File: config.mk
export PLATFORM = sky130hd
export DESIGN_NAME = pipe_stage_hs
export DESIGN_NICKNAME = d
export VERILOG_FILES = /design/src/rtl/pipe_stage_hs_pkg.sv /design/src/rtl/pipe_stage_hs_slot.sv /design/src/rtl/pipe_stage_hs.sv
export SDC_FILE = /design/constraint.sdc
export NUM_CORES = 1
export LEC_CHECK = 0
export BUFFER_PORTS_ARGS = -buffer_cell sky130_fd_sc_hd__clkbuf_2
export CAP_MARGIN = 0
export CORE_MARGIN = 10
export CORE_UTILIZATION = 53
export DETAILED_ROUTE_END_ITERATION = 8
export GPL_TIMING_DRIVEN = 0
export PLACE_DENSITY = 0.89
export SETUP_SLACK_MARGIN = 0.15
export SLEW_MARGIN = 5
export SYNTH_ARGS = -nofsm -noshare
export SYNTH_HDL_FRONTEND = slang
export SYNTH_SLANG_ARGS = --single-unit
File: constraint.sdc
create_clock -name clk -period 2 [get_ports clk]
set_input_delay 0.4 -clock clk [delete_from_list [all_inputs] [get_ports clk]]
set_output_delay 0.4 -clock clk [all_outputs]
set_load 0.05 [all_outputs]
File: src/rtl/pipe_stage_hs_pkg.sv
// Shared constants and state encoding for the handshaked pipeline stage register.
package pipe_stage_hs_pkg;

    localparam logic [31:0] INST_NOP = 32'h0000_0013;

    typedef enum logic [1:0] {
        EMPTY = 2'd0,
        BUSY  = 2'd1,
        FULL  = 2'd2
    } state_e;

endpackage

File: src/rtl/pipe_stage_hs_slot.sv
// One buffer slot: a valid bit plus a payload register; clear drops only the valid bit.
module pipe_slot #(
    parameter int           W       = 64,
    parameter logic [W-1:0] RST_VAL = '0
) (
    input  logic         clk,
    input  logic         rst,
    input  logic         load_i,
    input  logic         clear_i,
    input  logic [W-1:0] data_i,
    output logic         vld_o,
    output logic [W-1:0] data_o
);

    logic         vld_d, vld_q;
    logic [W-1:0] data_d, data_q;

    always_comb begin
        vld_d  = vld_q;
        data_d = data_q;
        if (load_i) begin
            vld_d  = 1'b1;
            data_d = data_i;
        end else if (clear_i) begin
            vld_d  = 1'b0;
        end
    end

    always_ff @(posedge clk) begin
        if (rst) begin
            vld_q  <= 1'b0;
            data_q <= RST_VAL;
        end else begin
            vld_q  <= vld_d;
            data_q <= data_d;
        end
    end

    assign vld_o  = vld_q;
    assign data_o = data_q;

endmodule

File: src/rtl/pipe_stage_hs.sv
// Two-entry elastic pipeline stage register (main + skid) with flush and NOP bubbles.
// Perf counters are built only when PIPE_STAGE_HS_PERF_EN is defined.
module pipe_stage_hs
    import pipe_stage_hs_pkg::*;
#(
    parameter int                ADDR_W     = 32,
    parameter int                INST_W     = 32,
    parameter logic [31:0]       NOP_VAL    = INST_NOP,
    parameter logic [ADDR_W-1:0] RESET_ADDR = '0
) (
    input  logic              clk,
    input  logic              rst,
    input  logic              flush_i,
    input  logic              in_valid_i,
    output logic              in_ready_o,
    input  logic [ADDR_W-1:0] in_addr_i,
    input  logic [INST_W-1:0] in_inst_i,
    output logic              out_valid_o,
    input  logic              out_ready_i,
    output logic [ADDR_W-1:0] out_addr_o,
    output logic [INST_W-1:0] out_inst_o,
    output logic [31:0]       stall_cnt_o,
    output logic [15:0]       flush_cnt_o
);

    localparam int                DW       = ADDR_W + INST_W;
    localparam logic [INST_W-1:0] NOP_W    = INST_W'(NOP_VAL);
    localparam logic [DW-1:0]     SLOT_RST = {RESET_ADDR, NOP_W};

    state_e        state_d, state_q;
    logic          main_ld, main_clr, main_from_skid, skid_ld, skid_clr;
    logic          main_vld, skid_vld;
    logic [DW-1:0] main_data, skid_data, main_din;
    logic          accept, drain;

    // Outputs come straight from slot flops; they track state_q by construction.
    assign in_ready_o  = ~skid_vld;
    assign out_valid_o = main_vld;
    assign accept      = in_valid_i & in_ready_o;
    assign drain       = out_valid_o & out_ready_i;

    always_comb begin
        state_d        = state_q;
        main_ld        = 1'b0;
        main_clr       = 1'b0;
        main_from_skid = 1'b0;
        skid_ld        = 1'b0;
        skid_clr       = 1'b0;
        if (flush_i) begin
            state_d  = EMPTY;
            main_clr = 1'b1;
            skid_clr = 1'b1;
        end else begin
            case (state_q)
                EMPTY: if (accept) begin
                    main_ld = 1'b1;
                    state_d = BUSY;
                end
                BUSY: begin
                    if (accept && drain) begin
                        main_ld = 1'b1;
                    end else if (accept) begin
                        skid_ld = 1'b1;
                        state_d = FULL;
                    end else if (drain) begin
                        main_clr = 1'b1;
                        state_d  = EMPTY;
                    end
                end
                FULL: if (drain) begin
                    main_ld        = 1'b1;
                    main_from_skid = 1'b1;
                    skid_clr       = 1'b1;
                    state_d        = BUSY;
                end
                default: state_d = EMPTY;
            endcase
        end
    end

    always_ff @(posedge clk) begin
        if (rst) state_q <= EMPTY;
        else     state_q <= state_d;
    end

    assign main_din = main_from_skid ? skid_data : {in_addr_i, in_inst_i};

    pipe_slot #(.W(DW), .RST_VAL(SLOT_RST)) u_main (
        .clk(clk), .rst(rst), .load_i(main_ld), .clear_i(main_clr),
        .data_i(main_din), .vld_o(main_vld), .data_o(main_data)
    );

    pipe_slot #(.W(DW), .RST_VAL(SLOT_RST)) u_skid (
        .clk(clk), .rst(rst), .load_i(skid_ld), .clear_i(skid_clr),
        .data_i({in_addr_i, in_inst_i}), .vld_o(skid_vld), .data_o(skid_data)
    );

    assign out_addr_o = main_data[DW-1:INST_W];
    assign out_inst_o = main_vld ? main_data[INST_W-1:0] : NOP_W;

`ifdef PIPE_STAGE_HS_PERF_EN
    logic [31:0] stall_cnt_d, stall_cnt_q;
    logic [15:0] flush_cnt_d, flush_cnt_q;

    always_comb begin
        stall_cnt_d = stall_cnt_q;
        flush_cnt_d = flush_cnt_q;
        if (out_valid_o && !out_ready_i && stall_cnt_q != '1) stall_cnt_d = stall_cnt_q + 32'd1;
        if (flush_i && flush_cnt_q != '1)                     flush_cnt_d = flush_cnt_q + 16'd1;
    end

    always_ff @(posedge clk) begin
        if (rst) begin
            stall_cnt_q <= '0;
            flush_cnt_q <= '0;
        end else begin
            stall_cnt_q <= stall_cnt_d;
            flush_cnt_q <= flush_cnt_d;
        end
    end

    assign stall_cnt_o = stall_cnt_q;
    assign flush_cnt_o = flush_cnt_q;
`else
    assign stall_cnt_o = '0;
    assign flush_cnt_o = '0;
`endif

endmodule

==> results of run 1 <==
==> synth_stat cells (all sizes together), types with 2 or more instances <==
master / count / share of area [%]
nand2b: 4 / 0.37
o21ai: 7 / 0.58
a31oi: 3 / 0.28
nor3: 3 / 0.39
clkbuf: 28 / 1.7
mux2i: 61 / 9.1
nand4: 3 / 0.28
a221oi: 61 / 14
nor2: 64 / 3.7
nand4b: 2 / 0.35
dfxtp: 132 / 39
and2: 30 / 2.8
nand3b: 4 / 0.45
a21oi: 64 / 4.8
inv: 2 / 0.11
o31a: 3 / 0.39
buf: 112 / 13
nor3b: 2 / 0.22
nand2: 129 / 7.2
==> cell type report <==
type	count	area, um2	share of cell area, %
multi-input combinational	494	3306	36.80
inverter	3	11.26	0.1254
tap	172	215.2	2.396
clock buffer	22	474.2	5.279
timing repair buffer	142	987.2	10.99
buffer	140	1141	12.70
clock inverter	10	200.2	2.229
sequential	132	2648	29.47
==> cells in the final DEF (no fill, tap or decap), types with 2 or more instances in the layout <==
cell,n
buf_12,7
clkbuf_4,2
buf_8,11
conb_1,48
o21ai_0,5
buf_2,6
clkbuf_16,18
a21oi_1,64
bufinv_16,6
nand2_1,129
buf_6,21
o31a_1,3
nor2_1,62
and2_4,7
inv_1,2
nor3_1,2
nand2b_1,4
and2_1,23
clkinv_2,4
a31oi_1,3
dfxtp_1,130
nand4_1,3
clkbuf_8,15
clkbuf_2,102
buf_4,104
nand3b_1,4
mux2i_1,55
clkbuf_1,18
mux2i_2,6
a221oi_2,61
o21ai_4,2
==> flip-flops by register name, indices dropped and copies added (netlist names) <==
| name | flops |
|---|---|
| u_skid.vld_o | 1 |
| state_q | 2 |
| u_main.vld_o | 1 |
| u_main.data_o | 64 |
| u_skid.data_o | 64 |
==> power groups by stage <==
stage	combinational [mW]	sequential, mW	clock [mW]
detailed placement	1.25	2.88	0
finish	1.35	2.82	3.57
global route	1.43	2.84	3.70
floorplan	1.01	2.86	0
CTS	1.29	2.82	3.59
global placement	1.23	2.87	0
==> stage by stage <==
stage,power (mW),std cells,util (%),TNS [ns]
6_report,7.734,1115,71.76,0
3_5_place_dp,4.127,1074,62.11,-11.49
2_1_floorplan,3.868,769,-,0
5_1_grt,7.962,1115,71.76,0
3_3_place_gp,4.106,1074,62.11,-13.16
4_1_cts,7.703,1112,70.03,0
==> layer usage <==
metal,up-vias,GRT usage [%],wire [um]
met4,0,6.357,250
met2,191,33.65,9182
li1,2792,-,-
met1,2676,23.57,7773
met3,22,6.170,1237
met5,-,0,0
==> tightest hold or removal path, delay by kind of cell <==
kind | cells | cell delay (ns)
AOI/OAI and AO/OA | 1 | 0.05
buffers and inverters | 1 | 0.09
and+or+nand+nor | 1 | 0.05
==> cell families after synthesis <==
kind of cell              Yosys count  synth area share, %
xor gates and xnor gates            1               0.1305
other                               1              0.05584
DFF                               132                39.35
AOI/OAI and AO/OA                 141                20.07
and+or+nand+nor                   243                16.08
buffers and inverters             143                15.22
muxes                              61                9.093
==> timing repair <==
| action | in CTS | in global routing |
|---|---|---|
| resized for setup | 72 | 85 |
| cloned | 0 | 2 |
| pin swaps | 2 | 3 |
| setup endpoints to repair | 133 | 144 |
| buffers inserted | 6 | 1 |
==> final timing paths <==
path | start | end | slack (ns) | depth (start not counted)
worst min-delay path | in_addr_i[30] | u_skid.data_o[62]$_SDFFE_PP0P_ | 0.22 | 3
worst max-delay path | u_main.vld_o$_SDFFE_PP0P_ | u_main.data_o[23]$_SDFFE_PP0P_ | 0.17 | 7
worst min register to register | u_skid.data_o[14]$_SDFFE_PP0P_ | u_skid.data_o[14]$_SDFFE_PP0P_ | 0.46 | 2
worst max register to register | u_main.vld_o$_SDFFE_PP0P_ | u_main.data_o[23]$_SDFFE_PP0P_ | 0.17 | 7
==> impl_metrics.env, run 1 <==
export IMPL_port_buffers=133
export IMPL_dp_slack_ns=-0.1959
export IMPL_routedWlPerCell_um=16.54
export IMPL_cts_hold_buffers=0
export IMPL_vias_per_cell=5.095
export IMPL_cp_required_ns=2.26
export IMPL_gp_congestion=0.7965
export IMPL_overflow=0
export IMPL_grt_pass1_vias=5713
export IMPL_vdd_ir_drop_max_uv=590.0
export IMPL_synth_avg_cell_area_um2=9.301
export IMPL_critPathMaxFanout=10
export IMPL_core_um2=12520
export IMPL_cts_htree_levels=4
export IMPL_min_period_over_period_pct=91.55
export IMPL_diodes=0
export IMPL_hold_violations=0
export IMPL_crit_family="buffers and inverters"
export IMPL_synth_edf_count=0
export IMPL_outcome="complete, no violations"
export IMPL_intPower_mw=5.669
export IMPL_tightest_slew_ns=0.7493
export IMPL_drt_initial_drc_count=357
export IMPL_synth_seq_cells=132
export IMPL_setup_slack_ns=0.1690
export IMPL_vias=5681
export IMPL_yosys_warnings=0
export IMPL_ant_nets=0
export IMPL_clock_root_buffer="clkbuf_16"
export IMPL_cp_slowest_stage_delay_ns=0.35
export IMPL_fin_nets=999
export IMPL_rsz0062_at_grt="yes"
export IMPL_relSlewSlack_pct=50.04
export IMPL_clkPwrFrac_pct=46.1
export IMPL_firstDrtPassIters=5
export IMPL_cp_start_kind="flop"
export IMPL_die_width_um=132.6
export IMPL_drv_cap=0
export IMPL_crit_chain="buf_6 -> nand4b_4 -> nor2_4 -> buf_12 -> buf_4 -> mux2i_1 -> a221oi_2"
export IMPL_drive_gt1_share_pct=40.30
export IMPL_synth_seq_area_share_pct=39.35
export IMPL_synthCells=722
export IMPL_numCtsBuffers=17
export IMPL_crit_buf_inv=3
export IMPL_power_density_nw_per_um2=861.0
export IMPL_fin_area_um2=8982
export IMPL_initial_core_util_pct=53.65
export IMPL_switching_share_pct=26.69
export IMPL_fillers=953
export IMPL_cts_num_sinks=132
export IMPL_crit_path_end_kind="flop"
export IMPL_grt_pass1_wl_um=28880
export IMPL_path_class="reg2reg"
export IMPL_hp_class="in2reg"
export IMPL_leakage_nw=3.679
export IMPL_period_minus_slack_ns=1.831
export IMPL_arrival_ns=2.09
export IMPL_grt_max_degree=17
export IMPL_power_share_combinational_pct=17.4
export IMPL_path_clk_slew_ns=0.06
export IMPL_synthFlopType="dfxtp_1"
export IMPL_critical_path_slowest_cell="dfxtp_2"
export IMPL_row_count=41
export IMPL_antenna_found_initial=0
export IMPL_drt_wl_total_um=18440
export IMPL_track_usage_pct=19.93
export IMPL_syn_area_um2=6715
export IMPL_place_area_um2=7774
export IMPL_power_switching_mw=2.064
export IMPL_hold_ws_ns=0.2182
export IMPL_cts_tree="done"
export IMPL_report_final_slew_viol_count=0
export IMPL_clock_skew_ns=0.008684
export IMPL_clkLatencyLatePin_ns=0.42
export IMPL_drc=0
export IMPL_dieHeight_um=132.6
export IMPL_die_area_um2=17570
export IMPL_seqPwrFrac_pct=36.5
export IMPL_syn_to_final_growth_pct=33.76
export IMPL_finalSetupViolations=0
export IMPL_synthDistinctLibCells=36
export IMPL_fmax_ghz=0.5461
export IMPL_pin_count=183
export IMPL_hpwl_um=12610
export IMPL_async_flop_share_pct=0
export IMPL_ctsLongestPathBuffers=2
(Power assumes the default switching activity.)
==> run 2: changes to the inputs <==
CORE_UTILIZATION = 52   (was 53)
PLACE_DENSITY = 0.88   (was 0.89)
SYNTH_HIERARCHICAL = 1   (was default)
==> run 2 against run 1 <==
Total power fell by 12%. Global-route usage fell by 2.1 points. Non-clock buffer count fell by 40. Sequential share of layout area rose by 1.5 points. Sequential power fell by 2%. Register-to-register slack got worse by 0.07 ns. Combinational power fell by 19%. Hold slack improved by 0.0037 ns. Largest cell class unchanged. Largest power group unchanged. Highest routed layer unchanged.
==> impl_metrics.env, run 2 <==
export IMPL_outcome="complete, no violations"
export IMPL_synth_avg_cell_area_um2=10.54
export IMPL_cp_slowest_stage_delay_ns=0.41
export IMPL_row_count=40
export IMPL_crit_family="simple AND/OR/NAND/NOR gates"
export IMPL_path_clk_slew_ns=0.05
export IMPL_pin_count=183
export IMPL_synthDistinctLibCells=32
export IMPL_initial_core_util_pct=52.87
export IMPL_switching_share_pct=25.67
export IMPL_power_density_nw_per_um2=796.8
export IMPL_track_usage_pct=17.86
export IMPL_vias=4714
export IMPL_intPower_mw=5.076
export IMPL_relSlewSlack_pct=61.24
export IMPL_drt_initial_drc_count=294
export IMPL_ant_nets=0
export IMPL_synth_seq_cells=132
export IMPL_crit_chain="a21boi_4 -> or3_4 -> a21oi_4 -> buf_6 -> buf_12 -> buf_12 -> mux2i_1 -> nor2_1"
export IMPL_cts_num_sinks=132
export IMPL_cp_num_cells=8
export IMPL_numCtsBuffers=17
export IMPL_synthCells=600
export IMPL_die_width_um=130.3
export IMPL_mostFrequentLayoutCells="dfxtp_1, nor2_1, mux2i_1, clkbuf_2, buf_4"
export IMPL_power_switching_mw=1.753
export IMPL_hp_class="in2reg"
export IMPL_yosys_warnings=6
export IMPL_final_util_pct=71.64
export IMPL_port_buffers=134
export IMPL_arrival_ns=2.18
export IMPL_die_area_um2=16970
export IMPL_antenna_found_initial=0
export IMPL_cts_tree="done"
export IMPL_grt_max_degree=17
export IMPL_ctsLongestPathBuffers=2
export IMPL_core_um2=11960
export IMPL_dieHeight_um=130.3
export IMPL_seqPwrFrac_pct=40.6
export IMPL_cp_required_ns=2.28
export IMPL_drv_cap=0
export IMPL_hpwl_um=11090
export IMPL_power_mw=6.828
export IMPL_final_common_cell="dfxtp_1"
export IMPL_tightest_slew_ns=0.5814
export IMPL_syn_area_um2=6324
export IMPL_async_flop_share_pct=0
export IMPL_yosys_area_top_type_share_pct=41.79
export IMPL_hold_depth=2
export IMPL_synth_seq_area_share_pct=41.79
export IMPL_gp_congestion=0.8048
export IMPL_grt_pass1_wl_um=23650
export IMPL_period_minus_slack_ns=1.906
export IMPL_critPathMaxFanout=6
export IMPL_cts_htree_levels=4
export IMPL_drive_gt1_share_pct=40.19
export IMPL_grt_pass1_vias=4780
export IMPL_leakage_nw=3.814
export IMPL_clock_root_buffer="clkbuf_16"
export IMPL_reg2reg_depth=8
export IMPL_synthTopCellsByCount="dfxtp_1, nor2_1, mux2i_1"
export IMPL_yosys_top_cells_area="dfxtp_1, mux2i_1, mux2_2"
export IMPL_rsz0062_at_grt="yes"
export IMPL_synth_edf_count=0
export IMPL_critical_path_slowest_cell="dfxtp_4"
export IMPL_cp_common_cell="buf_12"
export IMPL_vdd_ir_drop_max_uv=703.4
export IMPL_clkLatencyLatePin_ns=0.41
export IMPL_path_class="reg2reg"
export IMPL_report_final_slew_viol_count=0
export IMPL_fmax_ghz=0.5247
export IMPL_synthFlopType="dfxtp_1"
export IMPL_hold_violations=0
export IMPL_drt_wl_total_um=16370
export IMPL_routedWlPerCell_um=16.72
export IMPL_synth_largest_area_cell="dfxtp_1"
export IMPL_vias_per_cell=4.815
export IMPL_power_share_combinational_pct=16.1
export IMPL_crit_path_end_kind="flop"
export IMPL_yosysMostFrequentCell="dfxtp_1"
export IMPL_overflow=0
export IMPL_fin_nets=890
export IMPL_clkPwrFrac_pct=43.3
export IMPL_syn_to_final_growth_pct=35.52
export IMPL_fillers=869
export IMPL_cp_start_kind="flop"
export IMPL_min_period_over_period_pct=95.30
export IMPL_clock_skew_ns=0.005319
export IMPL_crit_buf_inv=3
export IMPL_drc=0
export IMPL_finalSetupViolations=0
export IMPL_firstDrtPassIters=4
[run 2: cells by family (layout without fill, tap and decap cells)]
group | Yosys count | count (layout) | synth area share, %
and+or+nand+nor | 178 | 178 | 13.24
muxes | 186 | 186 | 31.30
other | 1 | 49 | 0.05930
AOI/OAI and AO/OA | 13 | 13 | 1.504
DFF | 132 | 132 | 41.79
buffers and inverters | 90 | 274 | 12.11
[run 2: power by group through the flow]
stage,Sequential (mW),Clock [mW],Combinational [mW]
finish,2.77,2.96,1.10
global route,2.78,3.12,1.17
CTS,2.77,3.01,1.01
detailed placement,2.83,0,0.978
global placement,2.82,0,0.964
floorplan,2.93,0,0.652
[run 2: per-stage QoR]
step	area [um2]	std cells	hold WS, ns	setup slack, ns	TNS [ns]
floorplan	6504	647	0.4522	0.1649	0
global placement	7358	928	0.4628	-0.02779	-0.6991
detailed placement	7358	928	0.4710	-0.05775	-1.291
CTS	8110	965	0.2014	0.1102	0
global route	8567	978	0.2173	0.03545	0
finish	8569	979	0.2218	0.09407	0
[run 2: worst register-to-register path: cells and delay by family, from the launching register on]
| kind | cells | cell delay, ns |
|---|---|---|
| muxes | 1 | 0.25 |
| buffers and inverters | 3 | 0.45 |
| AOI/OAI and AO/OA | 2 | 0.22 |
| and+or+nand+nor | 2 | 0.45 |
| DFF | 1 | 0.41 |
[run 2: routing by layer]
layer	up-vias	part of all wire [%]	GRT usage [%]
met5	-	0	0
met4	0	1.3	8.598
met3	12	6.6	6.410
met2	129	52	30.57
met1	2204	40	19.21
li1	2369	-	-
[run 2: cell type report]
cell class	count	area, um2	share of cell area (%)
well taps	147	183.9	2.146
inverters	3	11.26	0.1314
flip-flops and latches	132	2651	30.94
repair buffers	155	1116	13.02
multi-input cells	425	3233	37.73
plain buffers	87	800.8	9.344
clock buffers	25	525.5	6.132
diodes	1	2.502	0.02920
clock inverters	4	45.04	0.5256
[run 2: repair_timing]
action / CTS / global route
hold buffers: 0 / 0
pin swaps: 2 / 4
gates cloned: 1 / 8
resized for setup: 26 / 85
setup endpoints to repair: 75 / 142
buffers inserted: 7 / 5
[run 2: path summary, 6_finish.rpt]
check	from	to	slack (ns)
worst max-delay path	u_main/vld_o$_SDFFE_PP0P_	u_main/data_o[20]$_SDFFE_PP0P_	0.09
worst min register to register	u_main/data_o[26]$_SDFFE_PP0P_	u_main/data_o[26]$_SDFFE_PP0P_	0.49
worst max register to register	u_main/vld_o$_SDFFE_PP0P_	u_main/data_o[20]$_SDFFE_PP0P_	0.09
worst min-delay path	in_inst_i[1]	u_skid/data_o[1]$_SDFFE_PP1P_	0.22
==> run 3: changes to the inputs <==
PLACE_DENSITY = 0.8   (was 0.88)
==> run 3 against run 2 <==
Utilization fell by 1.5 points. Combinational power barely moved. Routed wire length fell by 1.2%. Critical path depth fell by 5. Flip-flop and latch count did not move. Via count rose by 0.38%. Highest routed layer unchanged.
==> impl_metrics.env, run 3 (synthesized netlist as in run 2, its figures left out) <==
export IMPL_outcome="complete, no violations"
export IMPL_vdd_ir_drop_max_uv=535.6
export IMPL_reg2reg_depth=8
export IMPL_final_common_cell="dfxtp_1"
export IMPL_final_util_pct=70.18
export IMPL_hpwl_um=11370
export IMPL_cp_required_ns=1.60
export IMPL_path_clk_slew_ns=0.06
export IMPL_crit_path_end_kind="output pin"
export IMPL_dp_slack_ns=-0.03435
export IMPL_overflow=0
export IMPL_r2r_end="u_main/data_o[24]$_SDFFE_PP0P_"
export IMPL_clock_skew_ns=0.004709
export IMPL_diodes=0
export IMPL_rrSetupSlack_ns=0.14
export IMPL_vias=4732
export IMPL_cp_start_kind="flop"
export IMPL_hold_ws_ns=0.2118
export IMPL_hp_class="in2reg"
export IMPL_drc=0
export IMPL_mostFrequentLayoutCells="dfxtp_1, nor2_1, mux2i_1, clkbuf_2, buf_4"
export IMPL_hp_start="in_inst_i[1]"
export IMPL_gp_congestion=0.7944
export IMPL_cts_num_sinks=132
export IMPL_die_width_um=130.3
export IMPL_crit_chain="clkbuf_4 -> and2_1 -> buf_4"
export IMPL_clock_root_buffer="clkbuf_16"
export IMPL_register_area_um2=2650
export IMPL_report_final_slew_viol_count=0
export IMPL_clkLatencyLatePin_ns=0.42
export IMPL_leakage_nw=3.680
export IMPL_rsz0062_at_grt="yes"
export IMPL_cp_slowest_stage_delay_ns=0.42
export IMPL_relSlewSlack_pct=65.24
export IMPL_antenna_found_initial=0
export IMPL_drive_gt1_share_pct=39.47
export IMPL_fmax_ghz=0.5349
export IMPL_hold_depth=2
export IMPL_drt_initial_drc_count=220
export IMPL_cts_htree_levels=4
export IMPL_dieHeight_um=130.3
export IMPL_setup_slack_ns=0.1304
export IMPL_routedWlPerCell_um=16.62
export IMPL_core_um2=11960
export IMPL_pin_count=183
export IMPL_firstDrtPassIters=4
export IMPL_power_density_nw_per_um2=841.6
export IMPL_power_mw=7.064
export IMPL_grt_max_degree=17
export IMPL_ant_nets=0
export IMPL_die_area_um2=16970
export IMPL_grt_pass1_vias=5101
export IMPL_period_minus_slack_ns=1.870
export IMPL_crit_family="buffers and inverters"
export IMPL_port_buffers=134
export IMPL_fin_nets=883
export IMPL_grt_pass1_wl_um=25040
export IMPL_initial_core_util_pct=52.87
export IMPL_finalSetupViolations=0
export IMPL_crit_buf_inv=2
export IMPL_critical_path_slowest_cell="dfxtp_4"
export IMPL_hold_violations=0
export IMPL_tightest_slew_ns=0.5215
export IMPL_fillers=892
export IMPL_track_usage_pct=18.66
export IMPL_crit_start="u_main/vld_o$_SDFFE_PP0P_"
export IMPL_numCtsBuffers=17
export IMPL_hold_path_end="u_skid/data_o[1]$_SDFFE_PP1P_"
export IMPL_path_class="reg2out"
export IMPL_vias_per_cell=4.863
export IMPL_arrival_ns=1.47
export IMPL_row_count=40
export IMPL_critPathMaxFanout=10
export IMPL_cts_tree="done"
export IMPL_drt_wl_total_um=16180
export IMPL_ctsLongestPathBuffers=2
export IMPL_multi_input_area_um2=3122
export IMPL_reg2reg_from="u_main/vld_o$_SDFFE_PP0P_"
export IMPL_drv_cap=0
export IMPL_syn_to_final_growth_pct=32.75
export IMPL_min_period_over_period_pct=93.48
-- run 3: cell count changes in the layout (fill, tap and decap cells not counted), moves of 3 or more --
cell        previous run  this run
buf_12                15        11
mux2_1                 0         5
buf_2                  6         2
mux2_4                36        10
buf_8                  6         9
mux2_2                28        49
clkbuf_4              24         8
clkinvlp_4             0         4
buf_4                 62        72
-- run 3: report_power, final --
part	internal, mW	total [mW]	switching (mW)
clock network	2.06	3.23	1.17
logic	0.412	1.07	0.654
registers	2.72	2.77	0.0499
-- run 3: worst max path at each step --
stage / endpoint / slack [ns] / cells after the start
2_1_floorplan: u_main/data_o[32]$_SDFFE_PP0P_ / 0.16 / 8
3_3_place_gp: u_main/data_o[29]$_SDFFE_PP0P_ / 0.0002 / 9
3_5_place_dp: u_main/data_o[23]$_SDFFE_PP0P_ / -0.03 / 9
4_1_cts: u_main/data_o[33]$_SDFFE_PP0P_ / 0.11 / 8
5_1_grt: u_main/data_o[43]$_SDFFE_PP0P_ / 0.06 / 8
6_report: out_inst_o[31] / 0.13 / 3
-- run 3: metal layers --
metal / share of wire, % / GRT usage, % / up-vias
li1: - / - / 2342
met1: 38 / 19.36 / 2244
met2: 53 / 33.92 / 126
met3: 7.1 / 6.775 / 20
met4: 1.5 / 6.349 / 0
met5: 0 / 0 / -
-- run 3: layout make-up --
class                      count  share of cell area (%)
inverter                       3                  0.1341
clock inverter                12                   1.818
buffer                        87                   9.465
multi-input combinational    425                   37.19
sequential                   132                   31.57
clock buffer                  19                   5.530
timing repair buffer         148                   12.10
tap                          147                   2.191
-- run 3: stage by stage --
step | TNS [ns] | area (um2) | cells
6_report | 0 | 8394 | 973
5_1_grt | 0 | 8394 | 973
3_5_place_dp | -0.2814 | 7358 | 928
4_1_cts | 0 | 8137 | 963
3_3_place_gp | 0 | 7358 | 928
2_1_floorplan | 0 | 6504 | 647
-- run 3: repair_timing --
| item | 4_1_cts | 5_1_grt |
|---|---|---|
| hold buffers | 0 | 0 |
| resized for setup | 42 | 49 |
| endpoints found under the hold margin | 0 | 0 |
| pin swaps | 0 | 2 |
| gates cloned | 0 | 5 |
| endpoints found under the setup margin | 82 | 135 |
| buffers inserted | 4 | 5 |
